## src/rtl/tt_um_hoene_protocol_framer.sv

```systemverilog
// Smart-LED protocol framer: counts bits/words, captures the leading own words, forwards the rest.
// Optional LED-count overflow test mode enabled by defining HOENE_FRAMER_TEST_MODE_EN.
module tt_um_hoene_protocol_framer #(
    parameter int unsigned BITS_PER_LED = 32,
    parameter int unsigned LED_CNT_W    = 12,
    parameter int unsigned OWN_LEDS     = 1
) (
    input  logic                          clk,
    input  logic                          rst,
    input  logic                          in_clk,
    input  logic                          in_data,
    input  logic                          in_frame,
    output logic                          out_clk,
    output logic                          out_data,
    output logic                          out_frame,
    output logic [$clog2(BITS_PER_LED)-1:0] bit_counter,
    output logic [LED_CNT_W-1:0]          led_counter,
    output logic [BITS_PER_LED-1:0]       word_data,
    output logic [LED_CNT_W-1:0]          word_index,
    output logic                          word_valid,
    output logic                          test_mode,
    output logic                          frame_error
);

    localparam int unsigned BC_W = $clog2(BITS_PER_LED);

`ifdef HOENE_FRAMER_TEST_MODE_EN
    typedef enum logic [1:0] {IDLE, OWN, FWD, TEST} state_t;
`else
    typedef enum logic [1:0] {IDLE, OWN, FWD} state_t;
`endif

    state_t                  state, state_d;
    logic [BITS_PER_LED-1:0] shift_q, shift_d;
    logic [BC_W-1:0]         bit_d;
    logic [LED_CNT_W-1:0]    led_d, word_index_d;
    logic [BITS_PER_LED-1:0] word_data_d;
    logic                    word_valid_d, out_clk_d, out_data_d, test_mode_d, frame_error_d;
    logic                    last_bit, led_max;

    assign last_bit = (bit_counter == BC_W'(BITS_PER_LED - 1));
    assign led_max  = &led_counter;

    // Next-state and next-output computation; everything is registered below.
    always_comb begin
        state_d       = state;
        shift_d       = shift_q;
        bit_d         = bit_counter;
        led_d         = led_counter;
        word_data_d   = word_data;
        word_index_d  = word_index;
        word_valid_d  = 1'b0;
        out_clk_d     = 1'b0;
        out_data_d    = 1'b0;
        test_mode_d   = 1'b0;
        frame_error_d = frame_error;

        if (!in_frame) begin
            state_d      = IDLE;
            shift_d      = '0;
            bit_d        = '0;
            led_d        = '0;
            word_data_d  = '0;
            word_index_d = '0;
            if (bit_counter != '0) frame_error_d = 1'b1;
        end else begin
            if (in_clk) begin
                bit_d = last_bit ? '0 : bit_counter + BC_W'(1);
                if (last_bit && !led_max) led_d = led_counter + LED_CNT_W'(1);
            end
            case (state)
                IDLE, OWN: begin
                    if (state == IDLE) frame_error_d = 1'b0;
                    state_d = OWN;
                    if (in_clk) begin
                        shift_d = {shift_q[BITS_PER_LED-2:0], in_data};
                        if (last_bit) begin
                            word_data_d  = {shift_q[BITS_PER_LED-2:0], in_data};
                            word_index_d = led_counter;
                            word_valid_d = 1'b1;
                            if (led_counter == LED_CNT_W'(OWN_LEDS - 1)) state_d = FWD;
                        end
                    end
                end
                FWD: begin
                    out_clk_d  = in_clk;
                    out_data_d = in_data;
`ifdef HOENE_FRAMER_TEST_MODE_EN
                    if (in_clk && last_bit && led_max) state_d = TEST;
`endif
                end
`ifdef HOENE_FRAMER_TEST_MODE_EN
                TEST: begin
                    out_clk_d  = in_clk;
                    out_data_d = in_data;
                end
`endif
                default: state_d = IDLE;
            endcase
        end
`ifdef HOENE_FRAMER_TEST_MODE_EN
        test_mode_d = (state_d == TEST);
`endif
    end

    always_ff @(posedge clk or posedge rst) begin
        if (rst) begin
            state       <= IDLE;
            shift_q     <= '0;
            bit_counter <= '0;
            led_counter <= '0;
            word_data   <= '0;
            word_index  <= '0;
            word_valid  <= 1'b0;
            out_clk     <= 1'b0;
            out_data    <= 1'b0;
            out_frame   <= 1'b0;
            test_mode   <= 1'b0;
            frame_error <= 1'b0;
        end else begin
            state       <= state_d;
            shift_q     <= shift_d;
            bit_counter <= bit_d;
            led_counter <= led_d;
            word_data   <= word_data_d;
            word_index  <= word_index_d;
            word_valid  <= word_valid_d;
            out_clk     <= out_clk_d;
            out_data    <= out_data_d;
            out_frame   <= in_frame;
            test_mode   <= test_mode_d;
            frame_error <= frame_error_d;
        end
    end

endmodule

```

## config.mk

```make
export PLATFORM = sky130hd
export DESIGN_NAME = tt_um_hoene_protocol_framer
export DESIGN_NICKNAME = d
export VERILOG_FILES = /design/src/rtl/tt_um_hoene_protocol_framer.sv
export SDC_FILE = /design/constraint.sdc
export NUM_CORES = 1
export LEC_CHECK = 0
export CAP_MARGIN = 20
export CORE_MARGIN = 1.5
export CORE_UTILIZATION = 52
export CTS_CLUSTER_DIAMETER = 30
export DETAILED_ROUTE_END_ITERATION = 12
export PLACE_DENSITY_LB_ADDON = 0.12
export SLEW_MARGIN = 40
export SYNTH_ARGS = -nofsm -noshare
export SYNTH_HDL_FRONTEND = slang
export SYNTH_SLANG_ARGS = --single-unit
```

## constraint.sdc

```tcl
create_clock -name clk -period 4.8 [get_ports clk]
set_clock_uncertainty 0.15 [all_clocks]
set_input_delay 0.96 -clock clk [delete_from_list [all_inputs] [get_ports clk]]
set_output_delay 0.96 -clock clk [all_outputs]
set_load 0.05 [all_outputs]
```

==> flow_summary.toml <==
[routing]
ant_nets = 0
route.detailed.drc = 0
dr.pass1.iters = 4
viasPerCell = 5.44
routed-via-count = 3247
drt-initial-drc-count = 222
finalWirelength_mm = 8.61
post_drt_wl_per_cell_um = 14.4

[clock_network]
cts_buffers = 9
cts.sink_count = 99
cts_root_buf = "clkbuf_8"
ctsResizeCount = 0
hold_buffers = 0
clock_path_buffers = 2
postCtsSetupBuffers = 0
h-tree-depth = 3
cts_tree = "yes"
path_clk_slew_ps = 90
clkLatencyLatePin_ps = 360

[placed_design]
place_congestion = 0.839
place_ws_ps = 1120
port_buffers = 70
hpwlAfterDp_mm = 5.61

[timing]
rsz0062_at_grt = "no"
finalSetupViolCount = 0
slew_headroom = 0.532
timing.final.crit_share = 0.684
maxSlewViolCount = 0
worstMarginPinSlew_ps = 702
max_freq_ghz = 0.304
post-route-worst-setup-slack_ps = 1510
fin_setup_tns_ps = 0
final.min_clock_period_ps = 3290
hold_viol_final = 0

[power]
switchingPower_uw = 343
comb_power_share = 0.054
switching_share = 0.248
ir_worst_vdd_mv = 0.171
clockPowerShare = 0.339
power_frac_seq = 0.607
power.density_mw_per_mm2 = 274
p_int_uw = 1040
power.leakage_uw = 0.00213

[global_route]
antenna_found_initial = 0
overflow = 0
grt_usage = 0.219
grt_pass1_wl_mm = 14.6
first_global_vias = 2999
grt_max_degree = 83

[yosys]
synthArstFlopShare = 1.00
synth_area_mm2 = 0.00414
yosys_register_bits = 99
ys_types = 41
yosysSeqAreaShare = 0.599
syn_avg_cell_area_um2 = 9.58
ys_warn_count = 0
syn-num-nets = 442
synth_flop_cell = "dfrtp_1"
synth_edf_count = 0
syn_inst = 432

[min_path]
hold_path.class = "register to register"
whs_endpoint = "word_data[24]"
worst_hold_path.num_cells = 1
hold_start = "word_data[24]"

[outcome]
status = "finished clean"

[layout]
area_growth_pct = 22.4
mostFrequentLayoutCell = "nand2_1"
layout.nets = 500
fillers = 640
drive_gt1_frac = 0.0606
n_antenna_cell = 0
layout_common_cells = "nand2_1, dfrtp_1, a21oi_1, clkdlybuf4s50_1, nor2_1"

[setup_path]
reg2reg_slack_ps = 2320
reg2reg_to = "word_data[1]"
startpoint_type = "primary input"
r2r-start = "bit_counter[1]"
critical_path_arrival_ps = 3400
criticalPathCategory = "primary input to register"
cp_max_fo = 32
end_kind = "register"
required_ps = 4920
reg2regPathDepth = 7

[die]
boundaryPins = 72
start_util = 0.536
die_w_um = 92.2
rows = 32
core_area_mm2 = 0.00773
die-area_mm2 = 0.00850
die_y_um = 92.2

[run]
cap_viol_max_count = 0
==> power by group through the flow <==
stage	Combinational (µW)	Clock (µW)	Sequential (µW)
after floorplan	41.6	0	869
after global placement	74.5	0	858
after detailed placement	75.8	0	858
after CTS	76.1	479	841
after global routing	83.0	517	842
final	74.3	470	841
==> layout make-up <==
type / count / area, µm² / area share
Clock buffer: 10 / 128 / 0.0252
Sequential cell: 99 / 2480 / 0.489
Multi-Input combinational cell: 300 / 1530 / 0.303
Inverter: 6 / 28.8 / 0.00568
Tap cell: 102 / 128 / 0.0252
Clock inverter: 6 / 40.0 / 0.00791
Timing Repair Buffer: 74 / 731 / 0.144
==> stage by stage <==
step           instances  cell area (µm²)   util  power, µW  hold WS (ps)
2_1_floorplan        432             4140      -        911           329
3_3_place_gp         581             4890  0.633        932           339
3_5_place_dp         581             4900  0.634        934           345
4_1_cts              597             5060  0.655       1400           368
5_1_grt              597             5060  0.655       1440           380
6_report             597             5060  0.655       1390           358
==> cells by family after synthesis <==
family                   count (synthesis)  share of synthesized area
AND/OR/NAND/NOR                        189                      0.200
XOR/XNOR                                 3                    0.00635
multiplexers                             5                     0.0124
other                                    1                   0.000906
AO/OA/AOI/OAI                           97                      0.134
flip-flops                              99                      0.599
adder cells (fa/ha/maj)                  5                     0.0151
buffers and inverters                   33                     0.0329
==> flip-flops by register name, indices dropped and copies added, names as in the netlist <==
register,count
word_data,32
word_valid,1
frame_error,1
out_clk,1
bit_counter,5
shift_q,31
state,2
out_data,1
out_frame,1
word_index,12
led_counter,12
==> per-layer routing <==
metal / up-vias / wire length [µm] / GRT usage
met4: 0 / 180 / 0.0987
met2: 87 / 4060 / 0.323
met5: - / 0 / 0
met1: 1589 / 3990 / 0.320
li1: 1558 / - / -
met3: 13 / 379 / 0.0365
==> worst max-delay path, cell delays in order <==
cell and delay [ps]:
clkdlybuf4s50_1 700, nor2b_2 240, buf_4 310, and2_1 610, buf_4 360, nand2_1 80
a21oi_1 140
==> cells in the mapped netlist (2+ instances only) <==
cell,number,area (µm²)
nor4b_1,2,17.5
inv_1,5,18.8
nor4_1,3,18.8
o21ai_0,8,40.0
ha_1,5,62.6
and2_1,2,12.5
o311ai_0,2,17.5
dfrtp_1,99,2480
mux2i_1,4,40.0
and3_1,4,25.0
buf_2,7,35.0
nand4_1,3,18.8
nor2b_1,3,18.8
clkbuf_1,18,67.6
nand3_1,8,40.0
xnor2_1,2,17.5
nor3b_1,2,15.0
o211ai_1,2,15.0
nor2_1,12,45.0
a22o_1,9,78.8
a21oi_1,70,350
or4_1,2,15.0
nand2b_1,4,25.0
nand2_1,139,522
==> how the worst max path moves through the flow <==
stage                     depth (start not counted)  startpoint              to
after floorplan                                   1         rst  bit_counter[0]
after global placement                            7      in_clk   word_index[4]
after detailed placement                          7      in_clk    word_data[1]
after CTS                                         7      in_clk    word_data[1]
after global routing                              7      in_clk   word_index[2]
final                                             7      in_clk    word_data[1]
No activity file was read; power rests on OpenSTA's default activity.
